[src/rtl/i2c_master_bus.sv]
// i2c_master_bus: byte-level I2C master engine behind a local-bus register interface.
//
// Register map (addr[3:2]):
//   0 CMD      (W)  bit0 START, bit1 STOP, bit2 WRITE, bit3 READ, bit4 NACK; reads as 0
//   1 DATA     (RW) write loads TXDATA[7:0], read returns RXDATA[7:0]
//   2 STATUS   (RW) bit0 BUSY, bit1 RX_NACK, bit2 CMD_ERR (sticky, write 1 to clear)
//   3 PRESCALE (RW) quarter period minus one; 0 is stored as 1, writes ignored while BUSY
//
// Ports:
//   clk, reset_n               system clock, asynchronous active-low reset
//   waddr/wdata/wen/wstrb      write channel, wready pulses one cycle after wen
//   raddr/ren                  read channel, rdata/rvalid registered one cycle after ren
//   scl_oe/sda_oe              open-drain enables (1 = pull line low)
//   scl_i/sda_i                pin sense
//
// Optional feature: define I2C_CLK_STRETCH_EN to let a slave stretch SCL. Without it scl_i
// is ignored and bus timing is fixed.
module i2c_master_bus #(
    parameter int unsigned PRESCALE_W       = 16,
    parameter int unsigned DEFAULT_PRESCALE = 124
) (
    input  logic        clk,
    input  logic        reset_n,
    input  logic [31:0] waddr,
    input  logic [31:0] wdata,
    input  logic        wen,
    input  logic [3:0]  wstrb,
    output logic        wready,
    input  logic [31:0] raddr,
    input  logic        ren,
    output logic [31:0] rdata,
    output logic        rvalid,
    output logic        scl_oe,
    input  logic        scl_i,
    output logic        sda_oe,
    input  logic        sda_i
);

    typedef enum logic [1:0] {StIdle, StStart, StBit, StStop} state_e;

    state_e                state_q;
    logic [PRESCALE_W-1:0] prescale_q, prescale_wr, cnt_q;
    logic [1:0]            qtr_q;
    logic [3:0]            bit_q;
    logic [7:0]            txdata_q, rxdata_q;
    logic                  busy_q, rx_nack_q, cmd_err_q;
    logic                  cmd_stop_q, cmd_write_q, cmd_read_q, cmd_nack_q;
    logic                  scl_oe_q, sda_oe_q, wready_q, rvalid_q;
    logic [31:0]           rdata_q, rdata_mux;
    logic                  stall, qend;
    logic                  unused_inputs;

    // SDA drive for bit slot idx: data bits carry ~TXDATA when writing, the ACK slot
    // carries ~NACK when reading; everything else is released for the slave.
    function automatic logic bit_sda(input logic wr, input logic rd, input logic nack,
                                     input logic [7:0] tx, input logic [3:0] idx);
        logic [2:0] sel;
        sel = 3'd7 - idx[2:0];
        if (idx < 4'd8) return wr & ~tx[sel];
        return rd & ~nack;
    endfunction

    // Byte-lane merge for PRESCALE writes; a zero quarter would never advance sensibly.
    always_comb begin
        prescale_wr = prescale_q;
        for (int i = 0; i < int'(PRESCALE_W); i++) begin
            if (wstrb[i / 8]) prescale_wr[i] = wdata[i];
        end
        if (prescale_wr == '0) prescale_wr = PRESCALE_W'(1);
    end

    always_comb begin
        rdata_mux = '0;
        case (raddr[3:2])
            2'd1:    rdata_mux = {24'd0, rxdata_q};
            2'd2:    rdata_mux = {29'd0, cmd_err_q, rx_nack_q, busy_q};
            2'd3:    rdata_mux = 32'(prescale_q);
            default: rdata_mux = '0;
        endcase
    end

`ifdef I2C_CLK_STRETCH_EN
    // While SCL is released but still sensed low, a slave is stretching: freeze the quarter.
    assign stall = (state_q != StIdle) && (qtr_q == 2'd1) && !scl_i;
`else
    assign stall = 1'b0;
`endif
    assign qend = (state_q != StIdle) && !stall && (cnt_q == prescale_q);

    always_ff @(posedge clk or negedge reset_n) begin
        if (!reset_n) begin
            state_q     <= StIdle;
            prescale_q  <= PRESCALE_W'(DEFAULT_PRESCALE);
            cnt_q       <= '0;
            qtr_q       <= '0;
            bit_q       <= '0;
            txdata_q    <= '0;
            rxdata_q    <= '0;
            busy_q      <= 1'b0;
            rx_nack_q   <= 1'b0;
            cmd_err_q   <= 1'b0;
            cmd_stop_q  <= 1'b0;
            cmd_write_q <= 1'b0;
            cmd_read_q  <= 1'b0;
            cmd_nack_q  <= 1'b0;
            scl_oe_q    <= 1'b0;
            sda_oe_q    <= 1'b0;
            wready_q    <= 1'b0;
            rvalid_q    <= 1'b0;
            rdata_q     <= '0;
        end else begin
            wready_q <= wen;
            rvalid_q <= ren;
            if (ren) rdata_q <= rdata_mux;

            if (wen) begin
                case (waddr[3:2])
                    2'd0: if (wstrb[0]) begin
                        if (busy_q || (wdata[2] && wdata[3])) begin
                            cmd_err_q <= 1'b1;
                        end else if (|wdata[3:0]) begin
                            busy_q      <= 1'b1;
                            cnt_q       <= '0;
                            qtr_q       <= '0;
                            bit_q       <= '0;
                            cmd_stop_q  <= wdata[1];
                            cmd_write_q <= wdata[2];
                            cmd_read_q  <= wdata[3];
                            cmd_nack_q  <= wdata[4];
                            // Apply the first phase's q0 line action right away.
                            if (wdata[0]) begin
                                state_q  <= StStart;
                                sda_oe_q <= 1'b0;
                            end else if (wdata[2] || wdata[3]) begin
                                state_q  <= StBit;
                                sda_oe_q <= bit_sda(wdata[2], wdata[3], wdata[4], txdata_q, 4'd0);
                            end else begin
                                state_q  <= StStop;
                                sda_oe_q <= 1'b1;
                            end
                        end
                    end
                    2'd1: if (wstrb[0]) txdata_q <= wdata[7:0];
                    2'd2: if (wstrb[0] && wdata[2]) cmd_err_q <= 1'b0;
                    default: if (!busy_q) prescale_q <= prescale_wr;
                endcase
            end

            // Line actions for quarter k are issued at the end of quarter k-1.
            if (state_q != StIdle) begin
                if (stall) begin
                    cnt_q <= '0;
                end else if (!qend) begin
                    cnt_q <= cnt_q + PRESCALE_W'(1);
                end else begin
                    cnt_q <= '0;
                    qtr_q <= qtr_q + 2'd1;
                    case (state_q)
                        StStart: case (qtr_q)
                            2'd0: scl_oe_q <= 1'b0;
                            2'd1: sda_oe_q <= 1'b1;
                            2'd2: scl_oe_q <= 1'b1;
                            default: begin
                                if (cmd_write_q || cmd_read_q) begin
                                    state_q  <= StBit;
                                    sda_oe_q <= bit_sda(cmd_write_q, cmd_read_q, cmd_nack_q,
                                                        txdata_q, 4'd0);
                                end else if (cmd_stop_q) begin
                                    state_q  <= StStop;
                                    sda_oe_q <= 1'b1;
                                end else begin
                                    state_q <= StIdle;
                                    busy_q  <= 1'b0;
                                end
                            end
                        endcase
                        StBit: case (qtr_q)
                            2'd0: scl_oe_q <= 1'b0;
                            2'd2: begin
                                // Last cycle of q2: SDA has been stable with SCL high.
                                if (cmd_read_q && bit_q < 4'd8) rxdata_q <= {rxdata_q[6:0], sda_i};
                                if (cmd_write_q && bit_q == 4'd8) rx_nack_q <= sda_i;
                                scl_oe_q <= 1'b1;
                            end
                            2'd3: begin
                                if (bit_q != 4'd8) begin
                                    bit_q    <= bit_q + 4'd1;
                                    sda_oe_q <= bit_sda(cmd_write_q, cmd_read_q, cmd_nack_q,
                                                        txdata_q, bit_q + 4'd1);
                                end else if (cmd_stop_q) begin
                                    state_q  <= StStop;
                                    sda_oe_q <= 1'b1;
                                end else begin
                                    state_q <= StIdle;
                                    busy_q  <= 1'b0;
                                end
                            end
                            default: begin end
                        endcase
                        StStop: case (qtr_q)
                            2'd0: scl_oe_q <= 1'b0;
                            2'd1: sda_oe_q <= 1'b0;
                            2'd3: begin
                                state_q <= StIdle;
                                busy_q  <= 1'b0;
                            end
                            default: begin end
                        endcase
                        default: state_q <= StIdle;
                    endcase
                end
            end
        end
    end

    assign wready = wready_q;
    assign rvalid = rvalid_q;
    assign rdata  = rdata_q;
    assign scl_oe = scl_oe_q;
    assign sda_oe = sda_oe_q;

    // Address bits outside [3:2] and unused data lanes are don't-care.
    assign unused_inputs = ^{waddr[31:4], waddr[1:0], raddr[31:4], raddr[1:0], wdata, wstrb, scl_i};

endmodule
[config.mk]
export PLATFORM = sky130hd
export DESIGN_NAME = i2c_master_bus
export DESIGN_NICKNAME = d
export VERILOG_FILES = /design/src/rtl/i2c_master_bus.sv
export SDC_FILE = /design/constraint.sdc
export NUM_CORES = 1
export LEC_CHECK = 0
export CELL_PAD_IN_SITES_DETAIL_PLACEMENT = 0
export CELL_PAD_IN_SITES_GLOBAL_PLACEMENT = 2
export CORE_UTILIZATION = 35
export CTS_BUF_LIST = sky130_fd_sc_hd__clkbuf_4
export DETAILED_ROUTE_END_ITERATION = 12
export DONT_BUFFER_PORTS = 1
export MAX_ROUTING_LAYER = met4
export PLACE_DENSITY_LB_ADDON = 0.1
export SETUP_SLACK_MARGIN = 0.2
export SYNTH_ARGS = -nofsm -noshare
export SYNTH_HDL_FRONTEND = slang
export SYNTH_SLANG_ARGS = --single-unit
[constraint.sdc]
create_clock -name clk -period 2.8 [get_ports clk]
set_input_delay 0.56 -clock clk [delete_from_list [all_inputs] [get_ports clk]]
set_output_delay 0.56 -clock clk [all_outputs]
set_load 0.005 [all_outputs]
==> impl_metrics.py <==
metrics = {
    "outcome": {
        "status": "complete, no violations",
    },
    "placed_design": {
        "place_congestion": 0.765,
        "detailed_place_hpwl_um": 7680,
        "io_buffers": 0,
    },
    "timing": {
        "max-slew-margin-rel_pct": 61.4,
        "setup_viol": 0,
        "setup_tns_ns": 0,
        "period_share_pct": 85.0,
        "skew_ns": 0.0182,
        "rsz0062_at_grt": "no",
        "finalHoldViolations": 0,
        "drv_slew": 0,
        "fin_crit_ns": 2.38,
        "worst_pin_slew_ns": 0.572,
        "fmax_ghz": 0.420,
    },
    "die": {
        "design.die.area_mm2": 0.0134,
        "dieHeight_um": 116,
        "design.core.area_mm2": 0.0126,
        "die_w_um": 116,
        "rows": 41,
        "floorplan.initialDensity_pct": 36.0,
        "design.portCount": 142,
    },
    "clock_network": {
        "cts.sinks": 83,
        "cts_root_buf": "clkbuf_4",
        "clockBufferDepth": 2,
        "htreeDepth": 3,
        "clkLatencyLatePin_ns": 0.46,
        "cts_buffers": 9,
        "cts_tree": "yes",
        "cts_resized": 0,
        "cts.clk_slew.worst_paths_ns": 0.14,
    },
    "synth": {
        "ys_seq_area_share_pct": 45.9,
        "ys_ff_latch": 83,
        "ys.flop_type": "dfrtp_1",
        "synthDistinctLibCells": 57,
        "synth_area_mm2": 0.00454,
        "synth-edff-count": 0,
        "yosys_warnings": 0,
        "avgSynthCellArea_um2": 10.5,
        "async_flop_share_pct": 100,
        "synthCells": 433,
    },
    "layout": {
        "drive_above_1_share_pct": 17.2,
        "nFillCells": 1296,
        "seq_area_mm2": 0.00208,
        "diodes": 0,
        "area_growth_pct": 5.82,
        "multiInputGateArea_mm2": 0.00219,
        "nets": 550,
    },
    "power_and_ir_drop": {
        "power_mw": 2.07,
        "peakVddDrop_mv": 0.277,
        "seq_power_share_pct": 60.7,
        "sw_frac_of_total_pct": 24.9,
        "intPower_mw": 1.55,
        "power_leakage_nw": 2.07,
        "switching_power_uw": 515,
        "pwr-share-comb_pct": 5.2,
        "clkPwrFrac_pct": 34.1,
        "powerDensity_mw_per_mm2": 430,
    },
    "global_routing": {
        "antenna_found_initial": 0,
        "grt_start_max_net_pins": 84,
        "overflow": 0,
        "grtUsageTotal_pct": 18.0,
        "grt_pass1_wl_um": 17300,
        "grt_pass1_vias": 3136,
    },
    "critical_path": {
        "path_cells": "xnor2_1, nand4_1, nor4_4, and2b_1, and3_1, mux2_2",
        "critPathArrivalTime_ns": 2.73,
        "crit_path_end_kind": "flop",
        "cpPeakStageDelay_ns": 0.61,
        "start_kind": "flop",
        "criticalPathCategory": "flop to flop",
        "required_ns": 3.15,
        "cp_slowest_cell": "dfstp_2",
        "crit_fanout": 8,
    },
    "detailed_routing": {
        "drt_iter0_drc": 189,
        "dr.pass1.iters": 4,
        "drc": 0,
        "routed_via_density": 5.07,
        "postRouteAntennaNets": 0,
        "wirelength_um": 10800,
        "vias": 3088,
        "wl_per_cell_um": 17.7,
    },
    "min_path": {
        "hp-class": "primary input to flop",
    },
    "run": {
        "maxCapViolations": 0,
    },
}
-- cells in the mapped netlist (12+ instances only) --
library cell   n  area share, %
a21oi_1       17            1.9
buf_4         18            3.0
dfrtp_1       78             43
ha_1          12            3.3
inv_1         26            2.2
mux2_2        37            9.2
mux2i_1       16            3.5
nand2_1       38            3.1
nand3_1       14            1.5
nor2_1        24            2.0
o22ai_1       15            2.1
xnor2_1       19            3.7
-- per-layer routing --
layer  vias up  wire [µm]  global-route usage, %
met2        60       5120                   28.1
met4         0        121                   5.56
met5         -          0                      -
li1       1508          -                      -
met1      1508       4900                   22.4
met3        12        636                   5.28
-- path summary, 6_finish.rpt --
| path | start | endpoint | slack (ns) | cells past startpoint |
|---|---|---|---|---|
| min in group asynchronous | reset_n | cmd_err_q | 0.70 | 2 |
| max in group asynchronous | reset_n | prescale_q[9] | 1.74 | 2 |
| setup reg to reg | prescale_q[3] | rxdata_q[4] | 0.42 | 6 |
| setup / recovery | prescale_q[3] | rxdata_q[4] | 0.42 | 6 |
| hold / removal | wen | wready | 0.12 | 0 |
| hold reg to reg | txdata_q[0] | txdata_q[0] | 0.52 | 1 |
-- state kept, by name, summed over array words and instances (netlist names) --
signal and cells:
wready 1, cmd_write_q 1, prescale_q 16, cmd_nack_q 1, state_q 2, txdata_q 8
rvalid 1, busy_q 1, sda_oe 1, cnt_q 16, rdata 16, cmd_read_q 1
cmd_stop_q 1, cmd_err_q 1, bit_q 4, rxdata_q 8, rx_nack_q 1, scl_oe 1
qtr_q 2
-- per-stage QoR --
stage	utilization, %	instance area (µm²)	setup WS, ns	hold WS, ns	std cells
after global placement	36.7	4630	0.450	0.266	591
after global routing	38.0	4800	0.309	0.0679	609
after floorplan	-	4590	0.561	0.264	448
final	38.0	4800	0.420	0.120	609
after CTS	38.0	4800	0.388	0.0711	609
after detailed placement	36.7	4630	0.419	0.266	591
-- cells by family after synthesis --
kind of cell    synth area share [%]
compound gates                  11.4
fa+ha+maj                       3.31
xor+xnor                        4.44
other cells                   0.0827
flops                           45.9
buf+inv                         7.14
simple gates                    13.7
mux                             14.0
-- placed cells by master, fill, tap and decap left out, types with 2 or more instances in the layout --
cell / instances
inv_1: 26
mux2_2: 37
nand2b_1: 2
nand2_1: 38
mux2i_1: 16
a21oi_1: 17
nor4_1: 3
nor3_1: 4
or3_1: 2
conb_1: 16
xnor2_1: 19
or4_1: 3
o21a_1: 3
or3b_2: 2
mux4_2: 2
o22ai_1: 15
nand3_1: 14
o21ai_0: 10
o211ai_1: 2
and2_1: 2
nand4_1: 5
clkinvlp_4: 4
dfrtp_1: 78
buf_4: 6
a22o_1: 10
clkbuf_4: 9
ha_1: 12
a22oi_1: 5
and3_1: 5
nor2_1: 24
a32o_1: 2
o21ai_1: 4
and4_1: 5
xor2_1: 4
dfstp_2: 5
nor2b_1: 2
-- repair_timing --
| action | in CTS | in global routing |
|---|---|---|
| hold buffers | 2 | 0 |
| endpoints found under the hold margin | 83 | 0 |
| buffers inserted | 0 | 0 |
-- worst max-delay path: cells and delay by family (launching register included) --
family,cells,cell delay (ns)
simple gates,4,1.14
xor+xnor,1,0.13
flops,1,0.61
mux,1,0.38
-- power groups by stage --
stage	combinational (mW)	sequential (mW)	clock [mW]
finish	0.108	1.25	0.704
global route	0.124	1.26	0.798
CTS	0.112	1.25	0.751
detailed placement	0.0796	1.28	0
global placement	0.0783	1.28	0
floorplan	0.0987	1.27	0
-- final cells by class --
| class | instances | area share (%) |
|---|---|---|
| Multi-Input combinational cell | 304 | 45.5 |
| Timing Repair Buffer | 8 | 1.72 |
| Inverter | 26 | 2.03 |
| Clock buffer | 9 | 1.41 |
| Sequential cell | 83 | 43.4 |
| Tap cell | 172 | 4.48 |
| Clock inverter | 7 | 1.43 |
No activity file was read; power rests on OpenSTA's default activity.
